File: src/rtl/mc_pkg.sv
// Shared types and constants for the multi-cycle RV32I control sequencer.
package mc_pkg;

  typedef enum logic [2:0] {
    ST_RESET,
    ST_FETCH,
    ST_DECODE,
    ST_EXEC,
    ST_MEM,
    ST_WB,
    ST_TRAP,
    ST_HALT
  } state_e;

  localparam logic [1:0] PC_SEL_SEQ  = 2'b00;
  localparam logic [1:0] PC_SEL_TGT  = 2'b01;
  localparam logic [1:0] PC_SEL_TRAP = 2'b10;

  localparam logic [3:0] CAUSE_IFAULT  = 4'd1;
  localparam logic [3:0] CAUSE_ILLEGAL = 4'd2;
  localparam logic [3:0] CAUSE_BREAK   = 4'd3;
  localparam logic [3:0] CAUSE_LFAULT  = 4'd5;
  localparam logic [3:0] CAUSE_SFAULT  = 4'd7;
  localparam logic [3:0] CAUSE_ECALL   = 4'd11;

endpackage

File: src/rtl/mc_wait_timer.sv
// Saturating memory-handshake wait counter; timeout_o flags the last allowed wait cycle.
module mc_wait_timer #(
  parameter int unsigned TIMEOUT = 16
) (
  input  logic clk,
  input  logic rst_n,
  input  logic clear_i,
  input  logic inc_i,
  output logic timeout_o
);

  localparam int unsigned W = (TIMEOUT == 0) ? 1 : $clog2(TIMEOUT + 1);
  localparam logic [W-1:0] MAX  = W'(TIMEOUT);
  localparam logic [W-1:0] LAST = W'(TIMEOUT - 1);

  logic [W-1:0] cnt_q;

  always_ff @(posedge clk or negedge rst_n) begin
    if (!rst_n) begin
      cnt_q <= '0;
    end else if (clear_i) begin
      cnt_q <= '0;
    end else if (inc_i && (cnt_q != MAX)) begin
      cnt_q <= cnt_q + 1'b1;
    end
  end

  // Fires while the TIMEOUT-th consecutive wait cycle is in progress.
  assign timeout_o = (TIMEOUT != 0) && inc_i && (cnt_q == LAST);

endmodule

File: src/rtl/mc_sequencer.sv
// Multi-cycle control sequencer: FETCH/DECODE/EXEC/MEM/WB stepping, traps, debug halt, instret.
module mc_sequencer
  import mc_pkg::*;
#(
  parameter int unsigned TIMEOUT = 16,
  parameter int unsigned CNT_W   = 64
) (
  input  logic             clk,
  input  logic             rst_n,
  input  logic             imem_ready,
  input  logic             dmem_ready,
  input  logic             dec_reg_write,
  input  logic             dec_mem_read,
  input  logic             dec_mem_write,
  input  logic             dec_branch,
  input  logic             dec_jump,
  input  logic             dec_csr_we,
  input  logic             dec_illegal,
  input  logic             dec_ecall,
  input  logic             dec_ebreak,
  input  logic             branch_taken,
  input  logic             halt_req,
  output logic             imem_req,
  output logic             dmem_req,
  output logic             dmem_we,
  output logic             ir_load,
  output logic             alu_out_load,
  output logic             mdr_load,
  output logic             rf_write,
  output logic             csr_write,
  output logic             pc_write,
  output logic [1:0]       pc_sel,
  output logic             trap_valid,
  output logic [3:0]       trap_cause,
  output logic             retire,
  output logic             halted,
  output logic [CNT_W-1:0] instret
);

  state_e           state_q, state_d;
  logic [3:0]       cause_d;
  logic             wait_inc, wait_clear, wait_timeout;

  logic             imem_req_q, dmem_req_q, dmem_we_q, alu_out_load_q;
  logic             rf_write_q, csr_write_q, pc_write_q, trap_valid_q;
  logic             retire_q, halted_q;
  logic [1:0]       pc_sel_q;
  logic [3:0]       trap_cause_q;
  logic [CNT_W-1:0] instret_q;

  assign wait_inc   = ((state_q == ST_FETCH) && !imem_ready) ||
                      ((state_q == ST_MEM)   && !dmem_ready);
  assign wait_clear = (state_d != state_q);

  mc_wait_timer #(.TIMEOUT(TIMEOUT)) u_wait_timer (
    .clk       (clk),
    .rst_n     (rst_n),
    .clear_i   (wait_clear),
    .inc_i     (wait_inc),
    .timeout_o (wait_timeout)
  );

  always_comb begin
    state_d = state_q;
    cause_d = '0;
    case (state_q)
      ST_RESET:  state_d = ST_FETCH;
      ST_FETCH: begin
        if (imem_ready) begin
          state_d = ST_DECODE;
        end else if (wait_timeout) begin
          state_d = ST_TRAP;
          cause_d = CAUSE_IFAULT;
        end
      end
      ST_DECODE: begin
        state_d = ST_TRAP;
        if (dec_illegal)     cause_d = CAUSE_ILLEGAL;
        else if (dec_ebreak) cause_d = CAUSE_BREAK;
        else if (dec_ecall)  cause_d = CAUSE_ECALL;
        else                 state_d = ST_EXEC;
      end
      ST_EXEC:   state_d = (dec_mem_read || dec_mem_write) ? ST_MEM : ST_WB;
      ST_MEM: begin
        if (dmem_ready) begin
          state_d = ST_WB;
        end else if (wait_timeout) begin
          state_d = ST_TRAP;
          cause_d = dec_mem_write ? CAUSE_SFAULT : CAUSE_LFAULT;
        end
      end
      ST_WB, ST_TRAP, ST_HALT: state_d = halt_req ? ST_HALT : ST_FETCH;
      default:   state_d = ST_RESET;
    endcase
  end

  // Moore outputs are registered from the next state so they line up with state_q.
  always_ff @(posedge clk or negedge rst_n) begin
    if (!rst_n) begin
      state_q        <= ST_RESET;
      imem_req_q     <= 1'b0;
      dmem_req_q     <= 1'b0;
      dmem_we_q      <= 1'b0;
      alu_out_load_q <= 1'b0;
      rf_write_q     <= 1'b0;
      csr_write_q    <= 1'b0;
      pc_write_q     <= 1'b0;
      pc_sel_q       <= PC_SEL_SEQ;
      trap_valid_q   <= 1'b0;
      trap_cause_q   <= '0;
      retire_q       <= 1'b0;
      halted_q       <= 1'b0;
      instret_q      <= '0;
    end else begin
      state_q        <= state_d;
      imem_req_q     <= (state_d == ST_FETCH);
      dmem_req_q     <= (state_d == ST_MEM);
      dmem_we_q      <= (state_d == ST_MEM) && dec_mem_write;
      alu_out_load_q <= (state_d == ST_EXEC);
      rf_write_q     <= (state_d == ST_WB) && dec_reg_write;
      csr_write_q    <= (state_d == ST_WB) && dec_csr_we;
      pc_write_q     <= (state_d == ST_WB) || (state_d == ST_TRAP);
      if (state_d == ST_TRAP)
        pc_sel_q <= PC_SEL_TRAP;
      else if ((state_d == ST_WB) && (dec_jump || (dec_branch && branch_taken)))
        pc_sel_q <= PC_SEL_TGT;
      else
        pc_sel_q <= PC_SEL_SEQ;
      trap_valid_q   <= (state_d == ST_TRAP);
      trap_cause_q   <= (state_d == ST_TRAP) ? cause_d : 4'd0;
      retire_q       <= (state_d == ST_WB);
      halted_q       <= (state_d == ST_HALT);
      if (retire_q) instret_q <= instret_q + 1'b1;
    end
  end

  assign imem_req     = imem_req_q;
  assign dmem_req     = dmem_req_q;
  assign dmem_we      = dmem_we_q;
  assign ir_load      = (state_q == ST_FETCH) && imem_ready;
  assign alu_out_load = alu_out_load_q;
  assign mdr_load     = (state_q == ST_MEM) && dmem_ready && dec_mem_read;
  assign rf_write     = rf_write_q;
  assign csr_write    = csr_write_q;
  assign pc_write     = pc_write_q;
  assign pc_sel       = pc_sel_q;
  assign trap_valid   = trap_valid_q;
  assign trap_cause   = trap_cause_q;
  assign retire       = retire_q;
  assign halted       = halted_q;
  assign instret      = instret_q;

endmodule

File: config.mk
export PLATFORM = sky130hd
export DESIGN_NAME = mc_sequencer
export DESIGN_NICKNAME = d
export VERILOG_FILES = /design/src/rtl/mc_pkg.sv /design/src/rtl/mc_wait_timer.sv /design/src/rtl/mc_sequencer.sv
export SDC_FILE = /design/constraint.sdc
export NUM_CORES = 1
export LEC_CHECK = 0
export ABC_AREA = 1
export CORE_MARGIN = 1.5
export CORE_UTILIZATION = 57
export DETAILED_ROUTE_END_ITERATION = 10
export PLACE_DENSITY = 0.86
export SYNTH_ARGS = -nofsm -noshare
export SYNTH_HDL_FRONTEND = slang
export SYNTH_SLANG_ARGS = --single-unit
File: constraint.sdc
create_clock -name clk -period 5.1 [get_ports clk]
set_clock_uncertainty 0.1 [all_clocks]
set_input_delay 1.02 -clock clk [delete_from_list [all_inputs] [get_ports clk]]
set_output_delay 1.02 -clock clk [all_outputs]
set_load 0.01 [all_outputs]
==> results.md, run 1 <==
* Status: finished clean
* Detailed Place HPWL at 10420 um
* CTS buffer count at 9
* EDFF count, synth at 0
* Area of the multi-input gates at 0.002813 sq mm
* Max-cap violations at 0
* Hold path depth at 1
* Yosys top cell by area: dfrtp_1
* Via count at slightly above 5000
* Row Count at 35
* Mapped cell area at 0.005314 sq mm
* Worst relative slew slack at 0.2852
* Maximum clock insertion buffer count at 2
* CTS sink count at 87
* Critical Setup Path Class: input pin to output port
* Fmax at ~290 MHz
* IO Port Bufs at 96
* PwrDens at ~270 mW/mm^2
* FF+latch count, synth at 87
* Via/cell ratio at 5.297
* Data required, critical path at between 3000 and 4000 ps
* WL final at 13430 um
* Remaining DRCs at 0
* Core region area at ~0.0092 sq mm
* Final Instance Area at 0.006601 sq mm
* R2R Path Start: instret[0]$_DFFE_PN0P_
* CP Max Fanout at 4
* GRT Util Overall at 0.2873
* Worst path cell trace: clkdlybuf4s50_1, inv_1, nor2_1, clkdlybuf4s50_1
* Max-slew violations at 0
* Post-synth top cells: nand2_1 (256), nor2_1 (129), dfrtp_1 (87)
* Routability cong. at 0.9020
* Grt ovf at 0
* Reg clk slew, reported paths at ~80 ps
* Crit path launch: imem_ready
* Setup Fix Bufs, Post-CTS at 0
* Final setup vio count at 0
* Mapped Cells at 745
* Die height at 99.56 um
* Die Width at between 90 and 100 um
* Hold Buf Count CTS at 0
* Worst-Margin Slew at about 1100 ps
* First DRT Iteration DRCs at ~320
* Clock Latency Late Sink at 350 ps
* Critical Path Slowest Stage Cell: clkdlybuf4s50_1
* Total Nets Final at 867
* Die ar. at 0.009911 sq mm
* Setup TNS at 0 ps
* Most frequent CP cell: clkdlybuf4s50_1
* Synth Flop Type: dfrtp_1
* Yosys Warn Count at 0
* Min Clock Period, post-route at roughly 3400 ps
* Top cells by area, synth: dfrtp_1 (41%), nand2_1 (18%), nor2_1 (9.1%)
* P&R area growth vs syn at 24.23%
* Global-route wire length before repair at between 20000 and 25000 um
* Unrepaired setup endpoints after global routing: false
* Startpoint Class: input pin
* Synth Area in Adders at 0.009418
* Compound-Gate Fraction of Synth Area at 0.02826
* Flop-to-flop setup slack at a little over 3000 ps
* Post-synthesis simple-gate area fraction at 0.4307
* ANT cells at 0
* Max H-tree Level at 3
* Final Hold Viols at 0
* Critical Path Max Stage Delay at 560 ps
* Syn nets at between 700 and 800
* Post-synth cell types at 32
* Final ANT Viol Nets at 0
* Antenna violations before repair at 0
* Filler instances at around 740
* Placed Area at 0.006395 sq mm
* Drt wl/cell at about 14 um
* Top cell type's share of synthesized area at 0.4097
* Initial core utilization at 0.5806
* Drt first pass iters at 5
* Vias in the first global route at 5101
* Root Buffer: clkbuf_8
* Worst setup endpoint: ir_load
* Total power at 1750 uW
* Worst hold-check path type: flop to flop
* Post-Synth XOR/XNOR Area at 0.06098
* Mux share of post-synthesis cell area at 0
* CTS tree: done
* Pleak at 0.002858 uW
* Crit path DAT at 2280 ps
* Top-count cell post-synth: nand2_1
* VDD IR-drop max at approximately 0.00028 V
* Post-CTS Resized at 0
* R2r endpoint: instret[52]$_DFFE_PN0P_
* Largest family of logic cells by synthesized area: simple AND/OR/NAND/NOR gates
* IO Count at 97
* Register area share after synthesis at 0.4097
* Tcrit/Tclk final at 0.6662
* Crit end category: output port
* Post-synthesis async set-or-reset flop share at 1.000
* Fraction of layout cells with a size suffix above 1 at 0.1021
* Reg2Reg Depth at 10
* Seq. cell area at 0.002177 sq mm
* Largest net degree at the start of global routing at slightly below 90
* Syn Area/Cell at 7.133 sq um
routing by layer:
metal  vias up  wire length (um)  GRT usage
met5         -                 0          0
met4         0               328    0.09967
met3        33               727    0.06325
met2       171              6761     0.5074
met1      2402              5616     0.3469
li1       2495                 -          -
how the worst min path moves through the flow:
| stage | start | to | slack (ps) |
|---|---|---|---|
| after floorplan | u_wait_timer.cnt_q[4]$_DFFE_PN0P_ | u_wait_timer.cnt_q[4]$_DFFE_PN0P_ | 420 |
| after global placement | instret[27]$_DFFE_PN0P_ | instret[27]$_DFFE_PN0P_ | 410 |
| after detailed placement | instret[17]$_DFFE_PN0P_ | instret[17]$_DFFE_PN0P_ | 410 |
| after CTS | instret[17]$_DFFE_PN0P_ | instret[17]$_DFFE_PN0P_ | 420 |
| after global routing | instret[27]$_DFFE_PN0P_ | instret[27]$_DFFE_PN0P_ | 440 |
| final | instret[17]$_DFFE_PN0P_ | instret[17]$_DFFE_PN0P_ | 420 |
worst max-delay path: cells and delay by family:
| kind | cells | cell delay, ps |
|---|---|---|
| AND/OR/NAND/NOR | 1 | 170 |
| buffers and inverters | 3 | 1080 |
logic make-up (layout without fill, tap and decap cells):
| logic type | Yosys count | in the layout |
|---|---|---|
| AOI/OAI and AO/OA | 28 | 28 |
| buffers and inverters | 85 | 192 |
| xor gates and xnor gates | 37 | 37 |
| and+or+nand+nor | 504 | 504 |
| adders and majority gates | 4 | 4 |
| DFF | 87 | 87 |
metrics by stage:
step / cells / utilization / setup WS (ps) / hold WS [ps]
2_1_floorplan: 745 / - / 2688 / 417.9
3_3_place_gp: 948 / 0.6987 / 1722 / 407.4
3_5_place_dp: 948 / 0.6987 / 1725 / 412.5
4_1_cts: 963 / 0.7213 / 1710 / 423.9
5_1_grt: 963 / 0.7213 / 1631 / 441.6
6_report: 963 / 0.7213 / 1702 / 422.5
where the power goes:
group	switching (uW)	internal, uW
Clock	241	252
Combinational	283	172
Sequential	57.3	744
Total	581	1170
placed cells by master, fill, tap and decap left out, drive strengths merged, types with 2 or more instances in the layout:
cell type	instances
a21oi	2
buf	2
clkbuf	11
clkdlybuf4s50	95
clkinv	2
dfrtp	87
ha	4
inv	80
nand2	279
nand3	31
nand3b	7
nand4	15
nor2	164
nor3	5
o21ai	23
xnor2	14
xor2	23
registers in the layout, indices dropped and copies added, names as in the netlist:
signal,flops
alu_out_load,1
csr_write,1
dmem_req,1
dmem_we,1
halted,1
imem_req,1
instret,64
pc_sel,2
pc_write,1
retire,1
rf_write,1
state_q,3
trap_cause,4
u_wait_timer.cnt_q,5
final cells by class:
type | instances | share of cell area
Clock inverter | 4 | 0.008340
Clock buffer | 11 | 0.02293
Multi-Input combinational cell | 573 | 0.4261
Inverter | 80 | 0.04549
Timing Repair Buffer | 97 | 0.1463
Sequential cell | 87 | 0.3298
Tap cell | 111 | 0.02104
Power figures use the tool's default switching activity.
==> run 2, diff against run 1 <==
--- a/config.mk
+++ b/config.mk
@@ -7,9 +7,9 @@
 export LEC_CHECK = 0
 export ABC_AREA = 1
 export CORE_MARGIN = 1.5
-export CORE_UTILIZATION = 57
+export CORE_UTILIZATION = 53
 export DETAILED_ROUTE_END_ITERATION = 10
-export PLACE_DENSITY = 0.86
+export PLACE_DENSITY = 0.81
 export SYNTH_ARGS = -nofsm -noshare
 export SYNTH_HDL_FRONTEND = slang
 export SYNTH_SLANG_ARGS = --single-unit
==> constraint.sdc (replaced) <==
create_clock -name clk -period 3.5 [get_ports clk]
set_clock_uncertainty 0.1 [all_clocks]
set_input_delay 0.7 -clock clk [delete_from_list [all_inputs] [get_ports clk]]
set_output_delay 0.7 -clock clk [all_outputs]
set_load 0.01 [all_outputs]
==> run 2 against run 1 <==
Effect of this change:
- combinational power rose by 42%
- hold slack got worse by 230 ps
- register-to-register slack got worse by 1700 ps
- largest power group unchanged
- highest routed layer unchanged
==> results.md, run 2 (synthesis results as in run 1) <==
* Status: finished clean
* Min Clock Period, post-route at about 2800 ps
* Worst-Margin Slew at 618.2 ps (-454.0 ps)
* P_int at 1741 uW (+49%)
* Routability cong. at 0.9446 (+4.7%)
* Reg clk slew, reported paths at 90 ps (about the same)
* Grt ovf at 0 (unchanged)
* Seq. cell area at 0.002177 sq mm (unchanged)
* PwrDens at 392.7 mW/mm^2 (+48%)
* Final Hold Viols at 0 (unchanged)
* Drt first pass iters at 5 (unchanged)
* Root Buffer: clkbuf_8
* DRT met1 WL at 5805 um (+3.4%)
* Largest net degree at the start of global routing at 39 (-56%)
* Placed Area at 0.006437 sq mm (+0.67%)
* Detailed Place HPWL at 10820 um (+3.8%)
* Die Width at 103.1 um (+3.6%)
* Vias in the first global route at 4827 (-5.4%)
* First DRT Iteration DRCs at 305 (-5.0%)
* Via/cell ratio at 5.148 (-2.8%)
* Remaining DRCs at 0 (unchanged)
* Unrepaired setup endpoints after global routing: false
* Critical Setup Path Class: input pin to output port
* Global-route wire length before repair at 22280 um (-2.7%)
* VDD IR-drop max at 0.0003845 V (+38%)
* CTS sink count at 87 (unchanged)
* Final Instance Area at 0.006658 sq mm (+0.85%)
* Row Count at 36 (+2.9%)
* Drt wl/cell at 13.78 um (-1.2%)
* Commonest non-fill, non-tap cell in the layout: nand2_1
* Max H-tree Level at 3 (unchanged)
* Startpoint Class: input pin
* CP Max Fanout at 3 (-1)
* Reg power frac at 0.454 (-0.004)
* Clock Latency Late Sink at 360 ps (about the same)
* Initial core utilization at 0.5462 (-0.03442)
* Crit end category: output port
* Tcrit/Tclk final at 0.7890
* Filler instances at 872 (+19%)
* IO Port Bufs at 96 (unchanged)
* CTS buffer count at 9 (unchanged)
* Commonest non-fill, non-tap cells in the layout: nand2_1 (256), nor2_1 (129), clkdlybuf4s50_1 (95), dfrtp_1 (87), inv_1 (75)
* Worst hold-check path type: input pin to asynchronous set/reset pin
* P_sw at 873.3 uW (+50%)
* Die ar. at 0.01064 sq mm (+7.3%)
* Data required, critical path at 2700 ps (-1280 ps)
* Sw frac at 0.3341 (+0.001754)
* ANT cells at 0 (unchanged)
* Metal2 WL at 6694 um (-0.99%)
* Fmax at about 360 MHz
* IO Count at 97 (unchanged)
* Antenna violations before repair at 0 (unchanged)
* Top Metal Used: met4
* Final setup vio count at 0 (unchanged)
* Via count at 5086 (-0.29%)
* Fraction of layout cells with a size suffix above 1 at 0.1053 (+0.003150)
* DR WL met3 at 772 um (+6.2%)
* Die height at 103.1 um (+3.6%)
* Final ANT Viol Nets at 0 (unchanged)
* WL final at 13610 um (+1.3%)
* Combinational power share at 0.248 (-0.012)
* P&R area growth vs syn at 25.29%
* Worst relative slew slack at 0.5879 (+0.3027)
* Max-slew violations at 0 (unchanged)
* Area of the multi-input gates at 0.002813 sq mm (unchanged)
* Max-cap violations at 0 (unchanged)
* Max FFs per register at 64 (unchanged)
* Crit path DAT at 1960 ps (-320 ps)
* Total Nets Final at 869 (+0.23%)
* CTS tree: done
* Final Core Density at 0.6843 (-0.03697)
* Maximum clock insertion buffer count at 2 (unchanged)
* Pleak at 0.002880 uW (+0.75%)
* Setup TNS at 0 ps (unchanged)
* Clock share of power at 0.299 (+0.017)
* Core region area at 0.009729 sq mm (+6.3%)
* GRT Util Overall at 0.2717 (-0.01558)
* Post-CTS Resized at 0 (unchanged)
* Setup Fix Bufs, Post-CTS at 0 (unchanged)
* Hold Buf Count CTS at 0 (unchanged)
==> run 2: cell types whose count changed in the layout (fill, tap and decap cells not counted), sizes merged <==
cell and delta:
clkinv +2, inv +1, clkbuf -2, bufinv +1, buf +2, clkinvlp -1
==> run 2: area by class of cell <==
type	count	area share
multi-input combinational	573	0.4225
sequential	87	0.3270
timing repair buffer	99	0.1473
inverter	80	0.04510
tap	133	0.02500
clock buffer	9	0.01861
clock inverter	7	0.01447
==> run 2: final timing paths <==
| kind | end | start | cells after the start | slack [ps] |
|---|---|---|---|---|
| max reg2reg | instret[52]$_DFFE_PN0P_ | instret[0]$_DFFE_PN0P_ | 10 | 1370 |
| max in group asynchronous | instret[43]$_DFFE_PN0P_ | rst_n | 2 | 2390 |
| min in group clk | instret[17]$_DFFE_PN0P_ | instret[17]$_DFFE_PN0P_ | 1 | 420 |
| max | mdr_load | dmem_ready | 4 | 740 |
| min reg2reg | instret[17]$_DFFE_PN0P_ | instret[17]$_DFFE_PN0P_ | 1 | 420 |
| min | instret[16]$_DFFE_PN0P_ | rst_n | 1 | 200 |
==> run 2: stage by stage <==
| step | hold WS [ps] | worst slack (ps) | std cells | total power [uW] |
|---|---|---|---|---|
| after CTS | 198.5 | 739.6 | 988 | 2626 |
| after global routing | 222.3 | 682.0 | 988 | 2744 |
| after global placement | 407.9 | 755.1 | 972 | 1818 |
| final | 195.2 | 738.6 | 988 | 2614 |
| after floorplan | 304.4 | 1726 | 745 | 1570 |
| after detailed placement | 415.6 | 752.7 | 972 | 1847 |
==> run 2: power groups by stage <==
stage	Sequential [uW]	Clock [uW]	Combinational, uW
after floorplan	1200	0	367
after global placement	1200	0	620
after detailed placement	1200	0	645
after CTS	1180	792	650
after global routing	1200	828	719
final	1190	781	647
==> run 2: worst max-delay path: stages <==
cell and delay [ps]:
clkdlybuf4s50_1 490, nand3_1 120, nor2_1 110, clkdlybuf4s50_1 540
==> run 2: layer usage <==
metal / GRT usage / vias up
met5: 0 / -
met4: 0.1112 / 0
met3: 0.04000 / 32
met2: 0.4600 / 190
met1: 0.3501 / 2359
li1: - / 2505
==> run 3, diff against run 2 <==
==> constraint.sdc (replaced) <==
create_clock -name clk -period 2.6 [get_ports clk]
set_clock_uncertainty 0.1 [all_clocks]
set_input_delay 0.52 -clock clk [delete_from_list [all_inputs] [get_ports clk]]
set_output_delay 0.52 -clock clk [all_outputs]
set_load 0.01 [all_outputs]
==> run 3 against run 2 <==
Effect of this change:
- die area is the same
- via count shrank 0.63%
- first-iteration DRC count shrank 21%
- core utilization grew 0.49 points
- clock-buffer cell count grew 1
- sequential power grew 32%
- hold slack gained 220 ps
==> results.md, run 3 (synthesis results as in run 1) <==
* CP Max Fanout at 6 (+3)
* Min Clock Period, post-route at 2472 ps
* Commonest non-fill, non-tap cells in the layout: nand2_1 (256), nor2_1 (129), clkdlybuf4s50_1 (95), dfrtp_1 (87), inv_1 (75)
* Worst-Margin Slew at 519.9 ps (-98.33 ps)
* Critical Path Slowest Stage Cell: clkdlybuf4s50_1
* Root Buffer: clkbuf_8
* Hold path depth at 1
* Min-delay src: instret[17]$_DFFE_PN0P_
* Detailed Place HPWL at 10710 um (-0.97%)
* Fraction of layout cells with a size suffix above 1 at 0.1051 (-0.0001230)
* P_sw at 1160 uW (+33%)
* First DRT Iteration DRCs at 240 (-21%)
* Placed Instances at 972 (unchanged)
* Initial core utilization at 0.5462 (unchanged)
* Final instance count without filler cells at 989 (+0.10%)
* Reg clk slew, reported paths at 80 ps (about the same)
* Pleak at 0.002897 uW (+0.61%)
* Max H-tree Level at 3 (unchanged)
* Placed Area at 0.006450 sq mm (+0.19%)
* ANT cells at 0 (unchanged)
* Max-slew violations at 0 (unchanged)
* Global-route wire length before repair at 21550 um (-3.3%)
* Die height at 103.1 um (unchanged)
* PwrDens at 540.1 mW/mm^2 (+38%)
* Clock share of power at 0.320 (+0.021)
* Grt ovf at 0 (unchanged)
* Crit path DAT at 1850 ps (-110 ps)
* Drt first pass iters at 5 (unchanged)
* Maximum clock insertion buffer count at 2 (unchanged)
* Clock Latency Late Sink at 370 ps (about the same)
* WL final at 13530 um (-0.60%)
* Max-cap violations at 0 (unchanged)
* Total Nets Final at 870 (+0.12%)
* Final setup vio count at 0 (unchanged)
* Setup TNS at 0 ps (unchanged)
* Worst relative slew slack at 0.6521 (+0.06428)
* VDD IR-drop max at 0.0006048 V (+57%)
* Final Hold Viols at 0 (unchanged)
* Setup Fix Bufs, Post-CTS at 0 (unchanged)
* Die ar. at 0.01064 sq mm (unchanged)
* Worst hold endpoint: instret[17]$_DFFE_PN0P_
* Tcrit/Tclk final at 0.9506
* IO Port Bufs at 96 (unchanged)
* Filler instances at 798 (-8.5%)
* Data required, critical path at 1980 ps (-720 ps)
* R2R Path Start: instret[0]$_DFFE_PN0P_
* Fmax at between 400 and 500 MHz
* Sw frac at 0.3202 (-0.01385)
* Core region area at 0.009729 sq mm (unchanged)
* Commonest non-fill, non-tap cell in the layout: nand2_1
* Critical Path Max Stage Delay at 570 ps (+30 ps)
* Reg power frac at 0.435 (-0.019)
* Crit end category: output port
* Largest net degree at the start of global routing at 47 (+21%)
* Startpoint Class: flop
* Flop-to-flop setup slack at 540 ps (-830 ps)
* Drt wl/cell at 13.68 um (-0.70%)
* Critical Setup Path Class: flop to output port
* Max FFs per register at 64 (unchanged)
* P&R area growth vs syn at 26.18%
* CTS sink count at 87 (unchanged)
* Final ANT Viol Nets at 0 (unchanged)
* Via/cell ratio at 5.110 (-0.73%)
* Vias in the first global route at 4668 (-3.3%)
* Unrepaired setup endpoints after global routing: false
* Worst path cell trace: inv_2, nor2_4, nand2_1, nor2_1, clkdlybuf4s50_1
* Combinational power share at 0.245 (-0.003)
* Routability cong. at 0.9287 (-1.7%)
* GRT Util Overall at 0.2641 (-0.007584)
* Row Count at 36 (unchanged)
* CTS buffer count at 9 (unchanged)
* Final Core Density at 0.6892 (+0.004887)
* R2r endpoint: instret[60]$_DFFE_PN0P_
* Via count at 5054 (-0.63%)
* IO Count at 97 (unchanged)
* Worst hold-check path type: flop to flop
* Final Instance Area at 0.006705 sq mm (+0.71%)
* Die Width at 103.1 um (unchanged)
* Antenna violations before repair at 0 (unchanged)
* Buf/Inv on CP at 2 (unchanged)
* CTS tree: done
* Cell family with most CP delay: buffers and inverters
* Status: finished clean
* Reg2Reg Depth at 10 (unchanged)
* P_int at 2462 uW (+41%)
* Critical path depth at 5 (+1)
* Remaining DRCs at 0 (unchanged)
run 3: changes by cell type in the layout (fill, tap and decap cells not counted), sizes merged:
cell / change
clkinvlp: +1
inv: -1
clkinv: -2
clkbuf: +1
bufinv: +1
dlygate4sd3: +1
run 3: cell type report:
type | instances | area, sq um | area share
Clock inverter | 6 | 107.6 | 0.01605
Multi-Input combinational cell | 573 | 2813 | 0.4195
Inverter | 80 | 300.3 | 0.04478
Clock buffer | 10 | 137.6 | 0.02053
Tap cell | 133 | 166.4 | 0.02482
Timing Repair Buffer | 100 | 1003 | 0.1497
Sequential cell | 87 | 2177 | 0.3247
run 3: power groups by stage:
stage	combinational (uW)	clock, uW	sequential, uW
global placement	853	0	1590
floorplan	495	0	1620
global route	982	1220	1590
detailed placement	879	0	1600
finish	888	1160	1570
CTS	886	1170	1570
run 3: what timing repair did:
item,in CTS,in global routing
hold buffers,1,0
endpoints found under the hold margin,22,0
gates resized for setup,0,0
run 3: worst register-to-register path, stage by stage (launching register included):
cell,delay (ps)
dfrtp_1,490
ha_1,290
nand2_2,110
nor2_4,140
nand2_4,100
inv_2,90
nand3b_2,140
nor2_4,240
nand3_1,120
nand2_1,90
nand2_1,50
run 3: how the worst max path moves through the flow:
stage	endpoint	slack [ps]	from
finish	ir_load	130	state_q[0]$_DFF_PN0_
global route	ir_load	40	state_q[0]$_DFF_PN0_
CTS	ir_load	140	state_q[0]$_DFF_PN0_
detailed placement	ir_load	210	imem_ready
global placement	mdr_load	220	dmem_ready
floorplan	instret[52]$_DFFE_PN0P_	830	instret[0]$_DFFE_PN0P_
run 3: stage by stage:
stage | setup slack [ps] | hold slack [ps] | total power [uW]
floorplan | 826.3 | 124.4 | 2114
global placement | 220.3 | 339.9 | 2448
detailed placement | 212.9 | 342.3 | 2478
CTS | 144.1 | 422.2 | 3626
global route | 37.97 | 439.5 | 3794
finish | 128.5 | 418.4 | 3621
run 3: routing by layer:
| metal | vias to the layer above | share of wire | GRT usage | routed length [um] |
|---|---|---|---|---|
| met1 | 2339 | 0.43 | 0.3364 | 5825 |
| met3 | 32 | 0.059 | 0.04203 | 797 |
| met5 | - | 0 | 0 | 0 |
| met4 | 0 | 0.032 | 0.1258 | 430 |
| li1 | 2506 | - | - | - |
| met2 | 177 | 0.48 | 0.4408 | 6478 |
